--- config.mk ---
export PLATFORM = sky130hd
export DESIGN_NAME = msi_line_ctrl_flat
export DESIGN_NICKNAME = d
export VERILOG_FILES = /design/src/rtl/msi_line_ctrl_pkg.sv /design/src/rtl/msi_line_ctrl_if.sv /design/src/rtl/msi_line_ctrl_line_store.sv /design/src/rtl/msi_line_ctrl.sv /design/src/flat_wrapper.sv
export SDC_FILE = /design/constraint.sdc
export NUM_CORES = 1
export LEC_CHECK = 0
export CAP_MARGIN = 40
export CORE_ASPECT_RATIO = 2
export CORE_MARGIN = 5
export CORE_UTILIZATION = 40
export CTS_BUF_LIST = sky130_fd_sc_hd__clkbuf_16
export CTS_CLUSTER_SIZE = 24
export DETAILED_ROUTE_END_ITERATION = 12
export MAX_ROUTING_LAYER = met4
export PLACE_DENSITY_LB_ADDON = 0.12
export SLEW_MARGIN = 0
export SYNTH_ARGS = -nofsm -noshare
export SYNTH_HDL_FRONTEND = slang
export SYNTH_HIERARCHICAL = 1
export SYNTH_SLANG_ARGS = --single-unit
export TNS_END_PERCENT = 100
--- constraint.sdc ---
create_clock -name clk -period 4.3 [get_ports clk]
set_input_delay 0.86 -clock clk [delete_from_list [all_inputs] [get_ports clk]]
set_output_delay 0.86 -clock clk [all_outputs]
set_load 0.005 [all_outputs]
--- src/rtl/msi_line_ctrl_pkg.sv ---
// Shared types for the MSI line controller: line states, bus commands, FSM states
// and the snoop transition rule used by the controller.
package msi_pkg;

  typedef enum logic [1:0] {
    INVALID  = 2'd0,
    MODIFIED = 2'd1,
    SHARED   = 2'd2
  } state_t;

  typedef enum logic [1:0] {
    BUS_INVALIDATE = 2'd0,
    BUS_WRITE_MISS = 2'd1,
    BUS_READ_MISS  = 2'd2,
    BUS_WRITE_BACK = 2'd3
  } bus_cmd_t;

  typedef enum logic [1:0] {
    FSM_IDLE = 2'd0,
    FSM_WB   = 2'd1,
    FSM_REQ  = 2'd2,
    FSM_DONE = 2'd3
  } fsm_t;

  typedef struct packed {
    state_t nxt;
    logic   change;
    logic   flush;
  } snoop_res_t;

  // Reaction of a matching, valid line to another cache's bus command.
  function automatic snoop_res_t snoop_next(state_t cur, bus_cmd_t cmd);
    snoop_res_t r;
    r.nxt    = cur;
    r.change = 1'b0;
    r.flush  = 1'b0;
    if (cur == MODIFIED && cmd == BUS_READ_MISS) begin
      r.nxt    = SHARED;
      r.change = 1'b1;
      r.flush  = 1'b1;
    end else if (cur == MODIFIED && cmd == BUS_WRITE_MISS) begin
      r.nxt    = INVALID;
      r.change = 1'b1;
      r.flush  = 1'b1;
    end else if (cur == SHARED && (cmd == BUS_WRITE_MISS || cmd == BUS_INVALIDATE)) begin
      r.nxt    = INVALID;
      r.change = 1'b1;
    end
    return r;
  endfunction

endpackage

--- src/rtl/msi_line_ctrl_if.sv ---
// CPU, bus, snoop and debug signals of the MSI line controller.
// The controller uses the slave modport; its environment uses master.
interface msi_line_ctrl_if #(
  parameter int IDX_W = 4,
  parameter int TAG_W = 8
);
  logic             cpu_valid;
  logic             cpu_ready;
  logic             cpu_rw;
  logic [IDX_W-1:0] cpu_idx;
  logic [TAG_W-1:0] cpu_tag;
  logic             cpu_done;
  logic             cpu_hit;
  logic             bus_req;
  logic             bus_gnt;
  logic [1:0]       bus_cmd;
  logic [IDX_W-1:0] bus_idx;
  logic [TAG_W-1:0] bus_tag;
  logic             snoop_valid;
  logic [1:0]       snoop_cmd;
  logic [IDX_W-1:0] snoop_idx;
  logic [TAG_W-1:0] snoop_tag;
  logic             snoop_wb;
  logic [IDX_W-1:0] dbg_idx;
  logic [1:0]       dbg_state;

  modport slave (
    input  cpu_valid, cpu_rw, cpu_idx, cpu_tag, bus_gnt,
    input  snoop_valid, snoop_cmd, snoop_idx, snoop_tag, dbg_idx,
    output cpu_ready, cpu_done, cpu_hit, bus_req, bus_cmd, bus_idx, bus_tag,
    output snoop_wb, dbg_state
  );

  modport master (
    output cpu_valid, cpu_rw, cpu_idx, cpu_tag, bus_gnt,
    output snoop_valid, snoop_cmd, snoop_idx, snoop_tag, dbg_idx,
    input  cpu_ready, cpu_done, cpu_hit, bus_req, bus_cmd, bus_idx, bus_tag,
    input  snoop_wb, dbg_state
  );
endinterface

--- src/rtl/msi_line_ctrl_line_store.sv ---
// State and tag storage for all lines: three async read ports (cpu, snoop, debug)
// and two synchronous write ports (controller FSM, snoop path).
module msi_line_store
  import msi_pkg::*;
#(
  parameter int NUM_LINES = 16,
  parameter int IDX_W     = $clog2(NUM_LINES),
  parameter int TAG_W     = 8
) (
  input  logic             clk,
  input  logic             rst,
  input  logic [IDX_W-1:0] cpu_idx,
  output state_t           cpu_state,
  output logic [TAG_W-1:0] cpu_tag,
  input  logic [IDX_W-1:0] snp_idx,
  output state_t           snp_state,
  output logic [TAG_W-1:0] snp_tag,
  input  logic [IDX_W-1:0] dbg_idx,
  output state_t           dbg_state,
  input  logic             fsm_we,
  input  logic [IDX_W-1:0] fsm_idx,
  input  state_t           fsm_state,
  input  logic [TAG_W-1:0] fsm_tag,
  input  logic             snp_we,
  input  state_t           snp_wr_state
);

  state_t           state_all [NUM_LINES];
  logic [TAG_W-1:0] tag_all   [NUM_LINES];

  for (genvar gi = 0; gi < NUM_LINES; gi++) begin : g_line
    state_t           state_q, state_d;
    logic [TAG_W-1:0] tag_q, tag_d;

    // Snoop writes never touch the tag; the FSM port wins if both ever hit one line.
    always_comb begin
      state_d = state_q;
      tag_d   = tag_q;
      if (fsm_we && fsm_idx == IDX_W'(gi)) begin
        state_d = fsm_state;
        tag_d   = fsm_tag;
      end else if (snp_we && snp_idx == IDX_W'(gi)) begin
        state_d = snp_wr_state;
      end
    end

    always_ff @(posedge clk) begin
      if (rst) begin
        state_q <= INVALID;
        tag_q   <= '0;
      end else begin
        state_q <= state_d;
        tag_q   <= tag_d;
      end
    end

    assign state_all[gi] = state_q;
    assign tag_all[gi]   = tag_q;
  end

  assign cpu_state = state_all[cpu_idx];
  assign cpu_tag   = tag_all[cpu_idx];
  assign snp_state = state_all[snp_idx];
  assign snp_tag   = tag_all[snp_idx];
  assign dbg_state = state_all[dbg_idx];

endmodule

--- src/rtl/msi_line_ctrl.sv ---
// MSI coherence controller for a direct-mapped private cache: decodes CPU hits and
// misses, runs write-back / bus transactions, and applies snooped traffic.
module msi_line_ctrl
  import msi_pkg::*;
#(
  parameter int NUM_LINES = 16,
  parameter int IDX_W     = $clog2(NUM_LINES),
  parameter int TAG_W     = 8
) (
  input  logic           clk,
  input  logic           rst,
  msi_line_ctrl_if.slave io
);

  state_t           cpu_line_state, snp_line_state, dbg_line_state;
  logic [TAG_W-1:0] cpu_line_tag, snp_line_tag;

  fsm_t             fsm_q, fsm_d;
  logic             rw_q, rw_d;
  logic [IDX_W-1:0] idx_q, idx_d;
  logic [TAG_W-1:0] tag_q, tag_d;
  logic             hit_q, hit_d;
  logic             cpu_done_q, cpu_done_d;
  logic             cpu_hit_q, cpu_hit_d;
  logic             bus_req_q, bus_req_d;
  bus_cmd_t         bus_cmd_q, bus_cmd_d;
  logic [IDX_W-1:0] bus_idx_q, bus_idx_d;
  logic [TAG_W-1:0] bus_tag_q, bus_tag_d;
  logic             snoop_wb_q, snoop_wb_d;

  logic             fsm_we;
  state_t           fsm_wr_state;
  logic [TAG_W-1:0] fsm_wr_tag;

  snoop_res_t       snp_res;
  logic             snp_match, snp_we, snp_kill;
  logic             cpu_is_hit;

  msi_line_store #(
    .NUM_LINES(NUM_LINES),
    .IDX_W    (IDX_W),
    .TAG_W    (TAG_W)
  ) u_store (
    .clk         (clk),
    .rst         (rst),
    .cpu_idx     (io.cpu_idx),
    .cpu_state   (cpu_line_state),
    .cpu_tag     (cpu_line_tag),
    .snp_idx     (io.snoop_idx),
    .snp_state   (snp_line_state),
    .snp_tag     (snp_line_tag),
    .dbg_idx     (io.dbg_idx),
    .dbg_state   (dbg_line_state),
    .fsm_we      (fsm_we),
    .fsm_idx     (idx_q),
    .fsm_state   (fsm_wr_state),
    .fsm_tag     (fsm_wr_tag),
    .snp_we      (snp_we),
    .snp_wr_state(snp_res.nxt)
  );

  assign snp_match  = io.snoop_valid && snp_line_state != INVALID && snp_line_tag == io.snoop_tag;
  assign snp_res    = snoop_next(snp_line_state, bus_cmd_t'(io.snoop_cmd));
  assign snp_we     = snp_match && snp_res.change;
  assign snp_kill   = snp_we && snp_res.nxt == INVALID;
  assign snoop_wb_d = snp_match && snp_res.flush;
  assign cpu_is_hit = cpu_line_state != INVALID && cpu_line_tag == io.cpu_tag;

  always_comb begin
    fsm_d        = fsm_q;
    rw_d         = rw_q;
    idx_d        = idx_q;
    tag_d        = tag_q;
    hit_d        = hit_q;
    cpu_done_d   = 1'b0;
    cpu_hit_d    = 1'b0;
    bus_req_d    = bus_req_q;
    bus_cmd_d    = bus_cmd_q;
    bus_idx_d    = bus_idx_q;
    bus_tag_d    = bus_tag_q;
    fsm_we       = 1'b0;
    fsm_wr_state = INVALID;
    fsm_wr_tag   = tag_q;

    unique case (fsm_q)
      FSM_IDLE: begin
        if (io.cpu_valid) begin
          rw_d      = io.cpu_rw;
          idx_d     = io.cpu_idx;
          tag_d     = io.cpu_tag;
          hit_d     = cpu_is_hit;
          bus_idx_d = io.cpu_idx;
          if (cpu_is_hit && (!io.cpu_rw || cpu_line_state == MODIFIED)) begin
            fsm_d      = FSM_DONE;
            cpu_done_d = 1'b1;
            cpu_hit_d  = 1'b1;
          end else if (cpu_is_hit) begin
            // A snoop killing this very line on the accept edge already loses the upgrade.
            fsm_d     = FSM_REQ;
            bus_req_d = 1'b1;
            bus_cmd_d = (snp_kill && io.snoop_idx == io.cpu_idx) ? BUS_WRITE_MISS
                                                                  : BUS_INVALIDATE;
            bus_tag_d = io.cpu_tag;
          end else if (cpu_line_state == MODIFIED) begin
            fsm_d     = FSM_WB;
            bus_req_d = 1'b1;
            bus_cmd_d = BUS_WRITE_BACK;
            bus_tag_d = cpu_line_tag;
          end else begin
            fsm_d     = FSM_REQ;
            bus_req_d = 1'b1;
            bus_cmd_d = io.cpu_rw ? BUS_WRITE_MISS : BUS_READ_MISS;
            bus_tag_d = io.cpu_tag;
          end
        end
      end

      FSM_WB: begin
        if (io.bus_gnt) begin
          fsm_we       = 1'b1;
          fsm_wr_state = INVALID;
          fsm_wr_tag   = bus_tag_q;
          fsm_d        = FSM_REQ;
          bus_cmd_d    = rw_q ? BUS_WRITE_MISS : BUS_READ_MISS;
          bus_tag_d    = tag_q;
        end
      end

      FSM_REQ: begin
        if (io.bus_gnt) begin
          fsm_we       = 1'b1;
          fsm_wr_state = (bus_cmd_q == BUS_READ_MISS) ? SHARED : MODIFIED;
          fsm_d        = FSM_DONE;
          cpu_done_d   = 1'b1;
          cpu_hit_d    = hit_q;
          bus_req_d    = 1'b0;
        end else if (bus_cmd_q == BUS_INVALIDATE && snp_kill && io.snoop_idx == idx_q) begin
          bus_cmd_d = BUS_WRITE_MISS;
        end
      end

      FSM_DONE: begin
        fsm_d = FSM_IDLE;
      end

      default: fsm_d = FSM_IDLE;
    endcase
  end

  always_ff @(posedge clk) begin
    if (rst) begin
      fsm_q      <= FSM_IDLE;
      rw_q       <= 1'b0;
      idx_q      <= '0;
      tag_q      <= '0;
      hit_q      <= 1'b0;
      cpu_done_q <= 1'b0;
      cpu_hit_q  <= 1'b0;
      bus_req_q  <= 1'b0;
      bus_cmd_q  <= BUS_INVALIDATE;
      bus_idx_q  <= '0;
      bus_tag_q  <= '0;
      snoop_wb_q <= 1'b0;
    end else begin
      fsm_q      <= fsm_d;
      rw_q       <= rw_d;
      idx_q      <= idx_d;
      tag_q      <= tag_d;
      hit_q      <= hit_d;
      cpu_done_q <= cpu_done_d;
      cpu_hit_q  <= cpu_hit_d;
      bus_req_q  <= bus_req_d;
      bus_cmd_q  <= bus_cmd_d;
      bus_idx_q  <= bus_idx_d;
      bus_tag_q  <= bus_tag_d;
      snoop_wb_q <= snoop_wb_d;
    end
  end

  assign io.cpu_ready = (fsm_q == FSM_IDLE);
  assign io.cpu_done  = cpu_done_q;
  assign io.cpu_hit   = cpu_hit_q;
  assign io.bus_req   = bus_req_q;
  assign io.bus_cmd   = bus_cmd_q;
  assign io.bus_idx   = bus_idx_q;
  assign io.bus_tag   = bus_tag_q;
  assign io.snoop_wb  = snoop_wb_q;
  assign io.dbg_state = dbg_line_state;

  // The arbiter never grants us while another cache owns the bus.
  a_no_snoop_on_gnt: assert property (@(posedge clk) disable iff (rst)
    !(io.snoop_valid && io.bus_gnt));

endmodule

--- src/flat_wrapper.sv ---
// flat-port wrapper written by rule: the top's interface ports become plain ports
module msi_line_ctrl_flat import msi_pkg::*;
#(
  parameter int NUM_LINES = 16,
  parameter int IDX_W     = $clog2(NUM_LINES),
  parameter int TAG_W     = 8
)
  (clk, rst, io_cpu_valid, io_cpu_rw, io_cpu_idx, io_cpu_tag, io_bus_gnt, io_snoop_valid, io_snoop_cmd, io_snoop_idx, io_snoop_tag, io_dbg_idx, io_cpu_ready, io_cpu_done, io_cpu_hit, io_bus_req, io_bus_cmd, io_bus_idx, io_bus_tag, io_snoop_wb, io_dbg_state);
  msi_line_ctrl_if #(.IDX_W(IDX_W), .TAG_W(TAG_W)) io_i ();
  input  logic clk;
  input  logic rst;
  input wire logic [$bits(io_i.cpu_valid)-1:0] io_cpu_valid;
  input wire logic [$bits(io_i.cpu_rw)-1:0] io_cpu_rw;
  input wire logic [$bits(io_i.cpu_idx)-1:0] io_cpu_idx;
  input wire logic [$bits(io_i.cpu_tag)-1:0] io_cpu_tag;
  input wire logic [$bits(io_i.bus_gnt)-1:0] io_bus_gnt;
  input wire logic [$bits(io_i.snoop_valid)-1:0] io_snoop_valid;
  input wire logic [$bits(io_i.snoop_cmd)-1:0] io_snoop_cmd;
  input wire logic [$bits(io_i.snoop_idx)-1:0] io_snoop_idx;
  input wire logic [$bits(io_i.snoop_tag)-1:0] io_snoop_tag;
  input wire logic [$bits(io_i.dbg_idx)-1:0] io_dbg_idx;
  output wire logic [$bits(io_i.cpu_ready)-1:0] io_cpu_ready;
  output wire logic [$bits(io_i.cpu_done)-1:0] io_cpu_done;
  output wire logic [$bits(io_i.cpu_hit)-1:0] io_cpu_hit;
  output wire logic [$bits(io_i.bus_req)-1:0] io_bus_req;
  output wire logic [$bits(io_i.bus_cmd)-1:0] io_bus_cmd;
  output wire logic [$bits(io_i.bus_idx)-1:0] io_bus_idx;
  output wire logic [$bits(io_i.bus_tag)-1:0] io_bus_tag;
  output wire logic [$bits(io_i.snoop_wb)-1:0] io_snoop_wb;
  output wire logic [$bits(io_i.dbg_state)-1:0] io_dbg_state;
  assign io_i.cpu_valid = io_cpu_valid;
  assign io_i.cpu_rw = io_cpu_rw;
  assign io_i.cpu_idx = io_cpu_idx;
  assign io_i.cpu_tag = io_cpu_tag;
  assign io_i.bus_gnt = io_bus_gnt;
  assign io_i.snoop_valid = io_snoop_valid;
  assign io_i.snoop_cmd = io_snoop_cmd;
  assign io_i.snoop_idx = io_snoop_idx;
  assign io_i.snoop_tag = io_snoop_tag;
  assign io_i.dbg_idx = io_dbg_idx;
  assign io_cpu_ready = io_i.cpu_ready;
  assign io_cpu_done = io_i.cpu_done;
  assign io_cpu_hit = io_i.cpu_hit;
  assign io_bus_req = io_i.bus_req;
  assign io_bus_cmd = io_i.bus_cmd;
  assign io_bus_idx = io_i.bus_idx;
  assign io_bus_tag = io_i.bus_tag;
  assign io_snoop_wb = io_i.snoop_wb;
  assign io_dbg_state = io_i.dbg_state;
  msi_line_ctrl #(.NUM_LINES(NUM_LINES), .IDX_W(IDX_W), .TAG_W(TAG_W)) u_core (.clk(clk), .rst(rst), .io(io_i));
endmodule
==> results.py <==
metrics = {
    "route": {
        "first_iter_violations": 1281,
        "num_vias": 10512,
        "wirelength_um": 41400,
        "wl_per_cell_um": 25.7,
        "postRouteAntennaNets": 0,
        "drt-vias-per-instance": 6.52,
        "route.detailed.drc": 0,
        "dr.pass1.iters": 6,
    },
    "synthesis": {
        "postSynthAreaPerCell_um2": 8.83,
        "synth-seq-cells": 190,
        "synth_top_area_frac": 0.340,
        "synthTopCellsByArea": "dfxtp_1 (34%), mux4_2 (18%), nand3_1 (7.6%)",
        "synth_top_flop_cell": "dfxtp_1",
        "async_reset_ff_frac": 0,
        "netlist_instances": 1269,
        "synth_area_leader_cell": "dfxtp_1",
        "netlist_area_um2": 11200,
        "synth_most_common_cell": "dfxtp_1",
        "synth-edff-count": 0,
        "synthTopCellsByCount": "dfxtp_1 (190), nand3_1 (169), o21ai_0 (161)",
        "syn_nets": 1309,
        "synth_seq_area_share": 0.340,
        "yosysUniqueCellTypes": 53,
        "synth_warnings": 6,
    },
    "timing": {
        "drv_slew": 0,
        "worst_slack_ns": 0.371,
        "min_period_ns": 3.93,
        "setup_violations": 0,
        "tightest_slew_ns": 0.879,
        "timing.setup.tns_ns": 0,
        "slew_headroom": 0.413,
        "post-route-period-util": 0.914,
        "fmax_ghz": 0.255,
        "hold_violations": 0,
        "holdWs_ns": 0.464,
        "finClkSkew_ns": 0.0108,
        "rsz0062_at_grt": "false",
    },
    "critical_path": {
        "crit_arrival_ns": 4.22,
        "reg2reg_depth": 11,
        "r2r_end": "u_core/u_store/g_line[2].state_q[1]",
        "required_ns": 4.59,
        "worstReg2RegStart": "u_core/u_store/g_line[3].tag_q[5]",
        "crit_type": "in -> reg",
        "crit_path_end": "u_core/u_store/g_line[2].state_q[1]",
        "critPathCaptureType": "flop",
        "critPathLaunchType": "input port",
        "path_max_fanout": 13,
        "rrSetupSlack_ns": 0.95,
        "crit_start": "io_snoop_idx[1]",
    },
    "status": {
        "status": "finished, final reports clean",
    },
    "floorplan": {
        "initial_core_util": 0.405,
        "die-area_um2": 31700,
        "io_pins": 57,
        "core_area_um2": 27700,
        "die_height_um": 247,
        "dieWidth_um": 128,
        "rows": 86,
    },
    "cells_and_area": {
        "fill_cells": 2682,
        "regArea_um2": 3800,
        "area_delta_synth_final_pct": 13.2,
        "drive_gt1_frac": 0.159,
        "diodes": 0,
        "multiInputGateArea_um2": 6690,
        "num-nets-final": 1287,
        "fin_area_um2": 12700,
    },
    "placement": {
        "dp_hpwl_um": 26600,
        "dpl_cell_area_um2": 12100,
        "gp_congestion": 0.951,
        "post-place-ws_ns": -0.0596,
        "io_buffers": 56,
    },
    "power_and_ir_drop": {
        "vdd_ir_drop_max_mv": 0.289,
        "p_total_w": 0.00498,
        "p_per_area_nw_per_um2": 393,
        "leakage_nw": 4.02,
    },
    "clock_tree": {
        "cts_sinks": 190,
        "htreeDepth": 4,
        "clk_pin_slew_ns": 0.08,
        "post_cts_buffers": 0,
        "tritoncts": "done",
        "clockBufferDepth": 2,
        "post_cts_resized": 0,
        "cts_made_buffers": 17,
        "clk_latency_ns": 0.45,
        "cts_hold_repair.buffers": 0,
        "cts-root-buf": "clkbuf_16",
    },
    "grt": {
        "grt_use_total": 0.270,
        "grt_pass1_wl_um": 63000,
        "grt-ovfl-total": 0,
        "grt_max_degree": 106,
        "grt_pass1_vias": 10356,
        "antenna_found_initial": 0,
    },
    "flow_run": {
        "cap_viol_max_count": 0,
    },
    "hold_path": {
        "min_path_type": "reg -> reg",
    },
}
[through the flow]
stage	cells	utilization
floorplan	1269	-
global placement	1577	0.436
detailed placement	1580	0.439
CTS	1612	0.459
global route	1612	0.459
finish	1612	0.459
[metal layers]
metal  global-route usage  share of wire  vias up
li1                     -              -     4716
met1                0.298           0.36     5184
met2                0.473           0.53      482
met3               0.0344          0.059      130
met4                0.131          0.050        0
met5                    -              0        -
[flip-flops by register name, indices dropped and copies added, names as in the netlist, 2 cells and up]
| signal | cells |
|---|---|
| u_core/io.bus_tag | 8 |
| u_core/io.bus_cmd | 2 |
| u_core/io.bus_idx | 4 |
| u_core/tag_q | 8 |
| u_core/u_store/g_line.tag_q | 128 |
| u_core/fsm_q | 2 |
| u_core/u_store/g_line.state_q | 32 |
[critical path: stages]
cell,delay (ns)
buf_2,0.37
buf_12,0.22
mux4_2,0.50
a22oi_1,0.15
nand2_1,0.08
xnor2_1,0.14
nand4_1,0.16
or4_4,0.55
nor2_1,0.12
buf_4,0.17
or3b_2,0.54
o21ai_0,0.22
a311oi_1,0.12
[placed cells by master (no fill, tap or decap), types with 14 or more instances in the layout]
master	n
a22oi_1	42
buf_4	40
mux2i_1	15
clkbuf_16	17
clkdlybuf4s50_1	51
a21oi_1	151
mux4_2	88
nand2_1	86
dfxtp_1	190
nand3_1	169
nor2_1	21
o21ai_0	161
buf_12	16
nor3_1	34
a311oi_1	34
xor2_1	14
[cell families after synthesis]
group / Yosys count / share of synthesized area
muxes: 111 / 0.198
adders and majority gates: 4 / 0.00447
xor gates and xnor gates: 25 / 0.0195
and+or+nand+nor: 368 / 0.164
AOI/OAI and AO/OA: 410 / 0.210
DFF: 190 / 0.340
buffers and inverters: 161 / 0.0642
[final cells by class]
class,instances,share of cell area
multi-input cells,918,0.528
well taps,352,0.0347
flip-flops and latches,190,0.300
inverters,8,0.00237
repair buffers,112,0.0917
clock buffers,17,0.0335
clock inverters,15,0.00996
[worst min-delay path by stage]
stage / cells after the start / to / from / slack (ns)
after global routing: 2 / u_core/tag_q[2] / u_core/tag_q[2] / 0.48
after CTS: 2 / u_core/hit_q / u_core/hit_q / 0.47
final: 2 / u_core/hit_q / u_core/hit_q / 0.46
after floorplan: 2 / u_core/hit_q / u_core/hit_q / 0.44
after detailed placement: 2 / u_core/hit_q / u_core/hit_q / 0.45
after global placement: 2 / u_core/hit_q / u_core/hit_q / 0.44
[power by group]
group / internal (W) / leakage [nW] / switching (W)
clock: 0.000797 / 0.279 / 0.000758
sequential: 0.00185 / 1.53 / 0.0000964
combinational: 0.000512 / 2.21 / 0.000966
total: 0.00316 / 4.02 / 0.00182
Power figures use the tool's default switching activity.
